**src/rtl/hazard_unit_mc.sv**
```systemverilog
// Hazard and forwarding unit for the 5-stage MIPS pipeline with a
// multi-cycle multiply/divide unit. Forwarding and stall decisions are
// combinational. A small latency counter tracks the in-flight mult/div so
// that HI/LO readers and further mult/div ops in D wait for the result.
module hazard_unit_mc #(
  parameter int REGBITS = 5,
  parameter int MULLAT  = 4,
  parameter int DIVLAT  = 32,
  parameter int CNTW    = $clog2(DIVLAT + 1)
) (
  input  logic               clk,
  input  logic               reset_n,
  input  logic               branchD,
  input  logic [REGBITS-1:0] rsD,
  input  logic [REGBITS-1:0] rtD,
  input  logic [REGBITS-1:0] rsE,
  input  logic [REGBITS-1:0] rtE,
  input  logic [REGBITS-1:0] writeregE,
  input  logic [REGBITS-1:0] writeregM,
  input  logic [REGBITS-1:0] writeregW,
  input  logic               regwriteE,
  input  logic               regwriteM,
  input  logic               regwriteW,
  input  logic               memtoregE,
  input  logic               memtoregM,
  input  logic               mdstartE,
  input  logic               mddivE,
  input  logic               hiloreadD,
  input  logic               mdopD,
  output logic               stallF,
  output logic               stallD,
  output logic               flushE,
  output logic               forwardAD,
  output logic               forwardBD,
  output logic [1:0]         forwardAE,
  output logic [1:0]         forwardBE,
  output logic               mdbusy,
  output logic               mddone
);

  localparam logic [CNTW-1:0] LP_MULLAT = CNTW'(MULLAT);
  localparam logic [CNTW-1:0] LP_DIVLAT = CNTW'(DIVLAT);
  localparam logic [CNTW-1:0] LP_ONE    = CNTW'(1);

  logic [CNTW-1:0] r_cnt;
  logic            r_mddone;
  logic            w_lwstall;
  logic            w_branchstall;
  logic            w_mdstall;
  logic            w_stall;

  // E-stage ALU operand forwarding; the younger M result wins over W.
  always_comb begin
    // NOTE: every output of a combinational block gets a default first so
    // that no path leaves it unassigned and infers a latch.
    forwardAE = 2'b00;
    forwardBE = 2'b00;
    if ((rsE != '0) && (rsE == writeregM) && regwriteM)
      forwardAE = 2'b10;
    else if ((rsE != '0) && (rsE == writeregW) && regwriteW)
      forwardAE = 2'b01;
    if ((rtE != '0) && (rtE == writeregM) && regwriteM)
      forwardBE = 2'b10;
    else if ((rtE != '0) && (rtE == writeregW) && regwriteW)
      forwardBE = 2'b01;
  end

  // D-stage branch comparator forwarding from the M-stage ALU result.
  always_comb begin
    forwardAD = (rsD != '0) && (rsD == writeregM) && regwriteM;
    forwardBD = (rtD != '0) && (rtD == writeregM) && regwriteM;
  end

  // Stall sources: load-use, branch operand not yet available, mult/div busy.
  always_comb begin
    w_lwstall = memtoregE && (rtE != '0) && ((rsD == rtE) || (rtD == rtE));
    w_branchstall = branchD &&
      ((regwriteE && (writeregE != '0) &&
        ((writeregE == rsD) || (writeregE == rtD))) ||
       (memtoregM && (writeregM != '0) &&
        ((writeregM == rsD) || (writeregM == rtD))));
    w_mdstall = (hiloreadD || mdopD) && (mdbusy || mdstartE);
    w_stall   = w_lwstall || w_branchstall || w_mdstall;
  end

  // Latency counter: loads on launch, otherwise counts down to zero. It runs
  // regardless of pipeline stalls; a launch while busy simply reloads it.
  always_ff @(posedge clk) begin
    // NOTE: sequential state uses non-blocking assignments so every register
    // samples the pre-edge values, independent of statement order.
    if (!reset_n) begin
      r_cnt    <= '0;
      r_mddone <= 1'b0;
    end else begin
      r_mddone <= !mdstartE && (r_cnt == LP_ONE);
      if (mdstartE)
        r_cnt <= mddivE ? LP_DIVLAT : LP_MULLAT;
      else if (r_cnt != '0)
        r_cnt <= r_cnt - LP_ONE;
    end
  end

  assign mdbusy = (r_cnt != '0);
  assign mddone = r_mddone;
  assign stallF = w_stall;
  assign stallD = w_stall;
  assign flushE = w_stall;

endmodule
```
**config.mk**
```make
export PLATFORM = sky130hd
export DESIGN_NAME = hazard_unit_mc
export DESIGN_NICKNAME = d
export VERILOG_FILES = /design/src/rtl/hazard_unit_mc.sv
export SDC_FILE = /design/constraint.sdc
export NUM_CORES = 1
export LEC_CHECK = 0
export ABC_CLOCK_PERIOD_IN_PS = 3750
export BUFFER_PORTS_ARGS = -buffer_cell sky130_fd_sc_hd__buf_2
export CAP_MARGIN = 30
export CELL_PAD_IN_SITES_DETAIL_PLACEMENT = 1
export CELL_PAD_IN_SITES_GLOBAL_PLACEMENT = 2
export CORE_AREA = 5 5 75 77
export CTS_CLUSTER_SIZE = 12
export DETAILED_ROUTE_END_ITERATION = 8
export DIE_AREA = 0 0 80 82
export PLACE_DENSITY = 0.84
export SYNTH_ARGS = -nofsm -noshare
export SYNTH_HDL_FRONTEND = slang
export SYNTH_SLANG_ARGS = --single-unit
```
**constraint.sdc**
```tcl
create_clock -name clk -period 3.75 [get_ports clk]
set_input_delay 1.125 -clock clk [delete_from_list [all_inputs] [get_ports clk]]
set_output_delay 1.125 -clock clk [all_outputs]
set_load 0.02 [all_outputs]
```
Yosys cells after proc, flatten, opt, wreduce, memory -nomap -nowiden --
Cells that the tools add are included.
Word-level totals: output and inout port bits 11, logic and storage cells 61, register bits after elaboration 7
Cells by class: mux-type cells 7, add/sub/neg operators 1, eq/ne operators 13, reductions and logical operators 38
Operators by type and width (count):
- 5-bit equality test | 12
- 5-bit nonzero test | 6
- 1-bit logical AND | 21
- 6-bit 2-to-1 mux | 3
- 1-bit logical OR | 8
- 6-bit by 1-bit equality test with 1-bit output (second input constant) | 1
- 6-bit nonzero test | 1
- 6-bit by 1-bit subtractor with 6-bit output (second input constant) | 1
- 2-bit 2-to-1 mux | 2
- 1-bit 2-to-1 mux | 2
- 2-bit nonzero test | 1
- 1-bit zero test | 1

Depth between registers and ports, before layout --
Gate-level depths: netlist of the first run.
depth in word-level cells 7, mapped depth 8, depth with buffers taken out 6

Worst setup path after synthesis of the first run --
OpenSTA, ideal clock, no wires.
kind input to output, start point in rsE[1], end point out forwardAE[0], cell stages on the path 4, path slack -0.007 ns, arrival time 2.632 ns, data required time 2.625 ns, cells stage by stage or4_1 nor2_1 nor4_1 nor4_1
Between the ends: word-level cells in the longest chain between the ends 5
RTL lines:
- start: declaration | line 16 | input logic [REGBITS-1:0] rsE,
- 5-bit equality test or 5-bit nonzero test (tied branches) | line 60, 58
- 1-bit logical AND (2 in series) | line 60 | else if ((rsE != '0) && (rsE == writeregW) && regwriteW)
- 1-bit 2-to-1 mux | line 60
- 2-bit 2-to-1 mux * | line 58 | if ((rsE != '0) && (rsE == writeregM) && regwriteM)
- end: declaration | line 35 | output logic [1:0] forwardAE,
Mark *: on every way between the ends. The rest lies on a longest branch, timed or not.

Worst setup path after layout of the first run --
start point in rtE[1], end point out forwardBE[0]
Between the ends: word-level cells in the longest chain between the ends 5
RTL lines:
- start: declaration | line 17 | input logic [REGBITS-1:0] rtE,
- 5-bit equality test or 5-bit nonzero test (tied branches) | line 64, 62
- 1-bit logical AND (2 in series) | line 64 | else if ((rtE != '0) && (rtE == writeregW) && regwriteW)
- 1-bit 2-to-1 mux | line 64
- 2-bit 2-to-1 mux * | line 62 | if ((rtE != '0) && (rtE == writeregM) && regwriteM)
- end: declaration | line 36 | output logic [1:0] forwardBE,
Marks and branches as above.

==> results of run 1 <==
-- cells in the mapped netlist (all sizes together) (3+ instances only) --
cell type	number	area (µm²)
xnor2	39	342
xor2	15	131
buf	8	66.3
nor2	8	37.5
dfxtp	7	140
nand2	6	22.5
nand3	6	30.0
nor4	6	50.0
or4	6	48.8
clkbuf	5	20.0
nor3	5	25.0
inv	4	15.0
nand4	4	25.0
ha	3	37.5
-- worst max-delay path by stage --
stage / start / to / depth (start not counted)
final: rtE[1] / forwardBE[0] / 6
after global routing: writeregM[1] / flushE / 6
after floorplan: writeregM[2] / stallD / 6
after global placement: rtE[1] / forwardBE[0] / 6
after detailed placement: rtE[1] / forwardBE[0] / 6
after CTS: rtE[1] / forwardBE[0] / 6
-- kinds of logic (layout without fill, tap and decap cells) --
family,Yosys count,after routing,synth area share
buf+inv,17,67,0.0902
compound gates,12,12,0.0713
simple gates,48,48,0.259
fa+ha+maj,3,3,0.0334
flops,7,7,0.125
xor+xnor,54,54,0.421
-- flip-flops by register name, indices dropped and copies added (netlist names) --
signal  cells
r_cnt       6
mddone      1
-- layer usage --
layer  vias up  wire length, µm  global-route usage
li1        586                -                   -
met1       524             1690               0.152
met2        39             1720               0.190
met3         4              225              0.0285
met4         2                8              0.0304
met5         -               13                   0
-- worst reg2reg max path: cells and delay by family, from the launching register on --
kind | cells | cell delay, ps
buf+inv | 1 | 130
flops | 1 | 340
simple gates | 2 | 660
compound gates | 1 | 240
-- area by class of cell --
type | instances | area [µm²] | area share
clock buffer | 4 | 45.0 | 0.0305
inverter | 4 | 15.0 | 0.0102
multi-input combinational | 117 | 888 | 0.602
sequential | 7 | 140 | 0.0949
tap | 70 | 87.6 | 0.0593
timing repair buffer | 59 | 300 | 0.203
-- power by group --
group          switching (W)  internal (W)   total, W
clock network      0.0000355     0.0000738   0.000109
logic               0.000125      0.000103   0.000227
registers          0.0000113     0.0000863  0.0000976
total               0.000172      0.000263   0.000434
-- per-stage QoR --
step | instance area, µm² | worst slack (ps) | hold WS [ps]
after detailed placement | 1430 | 141 | 550
after global routing | 1480 | 70.2 | 571
after global placement | 1430 | 163 | 519
after CTS | 1480 | 134 | 558
final | 1480 | 145 | 553
after floorplan | 1130 | 27.2 | 497
==> key figures, run 1 <==
Final layout
  • Final Non-Filler Cells: 261
  • Diode count: 0
  • Nets: between 200 and 250
  • # fillers: between 600 and 700
  • Area growth, synth to finish: 31.4%
  • Commonest non-fill, non-tap cells in the layout: 57 x buf_2, 39 x xnor2_1, 15 x xor2_1
  • Most common cell after layout, fill and taps aside: buf_2
  • Share of cells above drive strength 1: 0.351
  • Fin util: 0.299

Die
  • DIE AREA: 6560 µm²
  • Die width: 80 µm
  • Core Area: approximately 5000 µm²
  • Die height: between 80 and 90 µm
  • Row count: 26
  • Ports: 58
  • Initial Utilization: 0.227

Critical path
  • FF-to-FF End: r_cnt[1]
  • Crit-path slowest cell: or4_4
  • Worst reg-to-reg path cell count: 4
  • Buffers and inverters on the worst path: 2
  • WP data required: about 2600 ps
  • Worst r2r src: r_cnt[2]
  • FF-to-FF setup slack: around 2300 ps
  • CP Class: in2out
  • CP top delay family: simple AND/OR/NAND/NOR gates
  • Worst-path maximum fanout: 5
  • Critical Path End Type: output pin
  • CP Data Arrival Time: approximately 2500 ps
  • CP Launch Type: primary input
  • Crit path cell chain: buf_2 > or4_4 > nor2_4 > nor4_2 > nor4_2 > buf_2
  • Crit-path max cell delay: ~570 ps

Worst hold path
  • Hold Path Stages: 2
  • Worst hold start: r_cnt[1]
  • Hold worst-path end: r_cnt[1]
  • Worst hold path class: reg2reg

Synthesis
  • Post-synth cell types: 34
  • Primary FF master, synth: dfxtp_1
  • Syn nets: about 190
  • Ys async rst share: 0
  • Syn_area_per_cell: 7.97 µm²
  • #FFs+latches synth: 7
  • Synth warnings: 0
  • Area of the mapped netlist: about 1100 µm²
  • Post-synth EDFFs: 0
  • Sequential cell area fraction in the yosys report: 0.125
  • Synth Instances: 141

Run status
  • Status: finished, final reports clean

CTS
  • Post-CTS setup buffer count: 0
  • Post-CTS Hold Fix Bufs: 0
  • Register clock-pin slew on the reported worst setup and hold paths: about 40 ps
  • H-tree depth: 1
  • Post-CTS resize count: 0
  • Clk buf depth: 2
  • Sink Count: 7
  • Root buffer selected by CTS: clkbuf_8
  • Clk_lat worst skew: around 230 ps
  • CTS tree: yes
  • CTS buffer count: 3

STA
  • Setup violators final: 0
  • Final hold vios: 0
  • Period minus WS final: roughly 3600 ps
  • Clock Skews: ~4.0 ps
  • Fin crit share: 0.961
  • Unrepaired setup endpoints after global routing: no
  • Achievable Freq: roughly 280 MHz
  • Rel. slew slack: 0.739
  • Setup tns final: 0 ps
  • Final Max Tran Viols: 0
  • Worst-Margin Slew: between 300 and 400 ps

Power
  • IR drop worst, VDD: just over 0.09 mV
  • LEAKAGE: 0.595 nW
  • Cell Pwr Density: between 200 and 300 nW/µm²
  • Overall power: roughly 0.00043 W

Global route
  • GRT overflow: 0
  • Global-route wire length before repair: 5930 µm
  • Vias in the first global route: about 1.2k
  • Largest net degree at the start of global routing: 7
  • Initial antenna violation count: 1
  • Gr usage total: 0.116

Placed design
  • I/O Buffers: between 50 and 60
  • DP Cell Count: roughly 260
  • Post-DP HPWL: between 3000 and 4000 µm
  • Final Wtd Congestion: between 0.7 and 0.8

Route
  • First DRT Iteration DRCs: 31
  • Via count: 1155
  • DRT Wirelength: 3670 µm
  • Number of nets still failing antenna checks after routing: 0
  • Wirelength per Cell: roughly 14 µm
  • Vias/cell: ~4.4
  • Drc violations: 0
  • Number of detailed-route iterations in the first pass: 4

Flow run
  • Number of max-cap violations: 0
Note: power is estimated with default switching activity, not from simulation.
==> run 2, diff against run 1 <==
--- a/config.mk
+++ b/config.mk
@@ -14,7 +14,8 @@
 export CTS_CLUSTER_SIZE = 12
 export DETAILED_ROUTE_END_ITERATION = 8
 export DIE_AREA = 0 0 80 82
-export PLACE_DENSITY = 0.84
+export PLACE_DENSITY = 0.77
+export SKIP_LAST_GASP = 1
 export SYNTH_ARGS = -nofsm -noshare
 export SYNTH_HDL_FRONTEND = slang
 export SYNTH_SLANG_ARGS = --single-unit
==> run 2 against run 1 <==
  * Setup slack got worse by 13 ps
  * Wire length fell by 0.52%
  * First-iteration DRC count fell by 6.5%
  * Hold slack got worse by 20 ps
  * Sequential power fell by 0.6%
  * Critical path depth did not move
==> key figures, run 2 (same netlist as run 1, synthesis figures left out) <==
Run status
  • Status: finished, final reports clean

Global route
  • Vias in the first global route: 1282 (+4.7%)
  • Global-route wire length before repair: 6020 µm (+1.5%)
  • Gr usage total: 0.119 (+0.00346)
  • GRT overflow: 0 (unchanged)
  • Largest net degree at the start of global routing: 7 (unchanged)
  • Initial antenna violation count: 0 (-1)

Critical path
  • Crit-path slowest cell: or4_1
  • CP Launch Type: primary input
  • Buffers and inverters on the worst path: 2 (unchanged)
  • CP Class: in2out
  • Crit path cell chain: buf_2 > or4_1 > nor2_1 > nor4_1 > nor4_2 > buf_2
  • Crit-path max cell delay: 510 ps (-60 ps)
  • WP data required: 2620 ps (about the same)
  • CP top delay family: simple AND/OR/NAND/NOR gates
  • Critical Path End Type: output pin
  • Most common cell on crit path: buf_2
  • Worst-path maximum fanout: 3 (-2)
  • CP Data Arrival Time: 2490 ps (about the same)

Final layout
  • Largest Register: r_cnt
  • Most common cell after layout, fill and taps aside: buf_2
  • Diode count: 0 (unchanged)
  • Final Non-Filler Cells: 260 (-0.38%)
  • # fillers: 637 (+0.63%)
  • Share of cells above drive strength 1: 0.347 (-0.00342)
  • Area growth, synth to finish: 30.7%
  • Nets: 241 (-0.41%)
  • Commonest non-fill, non-tap cells in the layout: 57 x buf_2, 39 x xnor2_1, 15 x xor2_1
  • Max reg flops: 6 (unchanged)
  • Fin util: 0.297 (-0.00152)

Placed design
  • Post-DP HPWL: 3140 µm (-1.4%)
  • DP Cell Count: 256 (-0.39%)
  • I/O Buffers: 57 (unchanged)
  • Final Wtd Congestion: 0.768 (+3.3%)

Power
  • Cell Pwr Density: 296 nW/µm² (+0.56%)
  • LEAKAGE: 0.591 nW (-0.81%)
  • Switching share of power: 0.396 (+0.00124)
  • Clk pwr share: 0.250 (-0.002)
  • Combinational Power Share: 0.527 (+0.003)
  • IR drop worst, VDD: 0.123 mV (+35%)
  • Internal power: 0.000262 W (-0.15%)
  • Reg power frac: 0.223 (-0.002)
  • P_sw: 0.000172 W (+0.37%)

CTS
  • Clk buf depth: 2 (unchanged)
  • Root buffer selected by CTS: clkbuf_8
  • Clk_lat worst skew: 230 ps (about the same)
  • CTS tree: yes
  • Register clock-pin slew on the reported worst setup and hold paths: 40 ps (about the same)
  • Post-CTS setup buffer count: 0 (unchanged)
  • Post-CTS Hold Fix Bufs: 0 (unchanged)
  • Sink Count: 7 (unchanged)
  • Post-CTS resize count: 0 (unchanged)
  • CTS buffer count: 3 (unchanged)
  • H-tree depth: 1 (unchanged)

Route
  • Number of nets still failing antenna checks after routing: 0 (unchanged)
  • Vias/cell: 4.52 (+2.2%)
  • Wirelength per Cell: 14.0 µm (-0.14%)
  • Drc violations: 0 (unchanged)
  • Number of detailed-route iterations in the first pass: 4 (unchanged)
  • Via count: 1176 (+1.8%)
  • DRT Wirelength: 3650 µm (-0.52%)
  • First DRT Iteration DRCs: 29 (-6.5%)

STA
  • Worst-Margin Slew: 459 ps (+71.2 ps)
  • Setup tns final: 0 ps (unchanged)
  • Final Max Tran Viols: 0 (unchanged)
  • Clock Skews: 2.33 ps (-1.66 ps)
  • Achievable Freq: 276 MHz (-0.35%)
  • Unrepaired setup endpoints after global routing: no
  • Fin crit share: 0.965 (+0.00341)
  • Period minus WS final: 3620 ps (+12.8 ps)
  • Rel. slew slack: 0.691 (-0.0479)
  • Final hold vios: 0 (unchanged)
  • Setup violators final: 0 (unchanged)

Flow run
  • Number of max-cap violations: 0 (unchanged)

Die
  • DIE AREA: 6560 µm² (unchanged)
  • Die width: 80 µm (unchanged)
  • Initial Utilization: 0.227 (unchanged)
  • Die height: 82 µm (unchanged)
  • Core Area: 4940 µm² (unchanged)
  • Row count: 26 (unchanged)
  • Ports: 58 (unchanged)

Worst hold path
  • Worst hold path class: reg2reg
[run 2: changes by cell type in the layout (fill, tap and decap cells not counted), sizes merged]
cell | previous run | this run
buf | 59 | 58
[run 2: routing by layer]
metal / track usage / share of wire / vias up
li1: - / - / 580
met1: 0.149 / 0.45 / 544
met2: 0.189 / 0.44 / 45
met3: 0.0406 / 0.084 / 7
met4: 0.0473 / 0.020 / 0
met5: 0 / 0 / -
[run 2: path summary, 6_finish.rpt]
kind	start	slack, ps	depth (start not counted)	to
setup / recovery	rsE[1]	130	6	forwardAE[0]
hold / removal	r_cnt[1]	530	2	r_cnt[1]
setup reg to reg	r_cnt[0]	2290	6	r_cnt[3]
hold reg to reg	r_cnt[1]	530	2	r_cnt[1]
[run 2: layout make-up]
class / count / area (µm²) / area share
multi-input combinational: 117 / 888 / 0.605
inverter: 4 / 15.0 / 0.0102
timing repair buffer: 58 / 293 / 0.199
sequential: 7 / 140 / 0.0954
tap: 70 / 87.6 / 0.0596
clock buffer: 4 / 45.0 / 0.0307
[run 2: metrics by stage]
step	setup slack, ps	hold slack [ps]	total power [W]	area, µm²
after detailed placement	130	531	0.000330	1420
final	132	533	0.000434	1470
after global placement	130	521	0.000326	1420
after CTS	115	533	0.000442	1470
after global routing	7.80	577	0.000474	1470
after floorplan	27.2	497	0.000263	1130
[run 2: tightest hold or removal path, delay by kind of cell, from the launching register on]
| kind | cells | cell delay, ps |
|---|---|---|
| AO/OA/AOI/OAI | 1 | 50 |
| flip-flops | 1 | 330 |
| AND/OR/NAND/NOR | 1 | 110 |
[run 2: power groups by stage]
stage               Clock [W]  Sequential, W  Combinational [W]
floorplan                   0      0.0000963           0.000167
global placement            0      0.0000982           0.000228
detailed placement          0      0.0000981           0.000231
CTS                  0.000113      0.0000971           0.000233
global route         0.000119      0.0000987           0.000256
finish               0.000108      0.0000970           0.000229
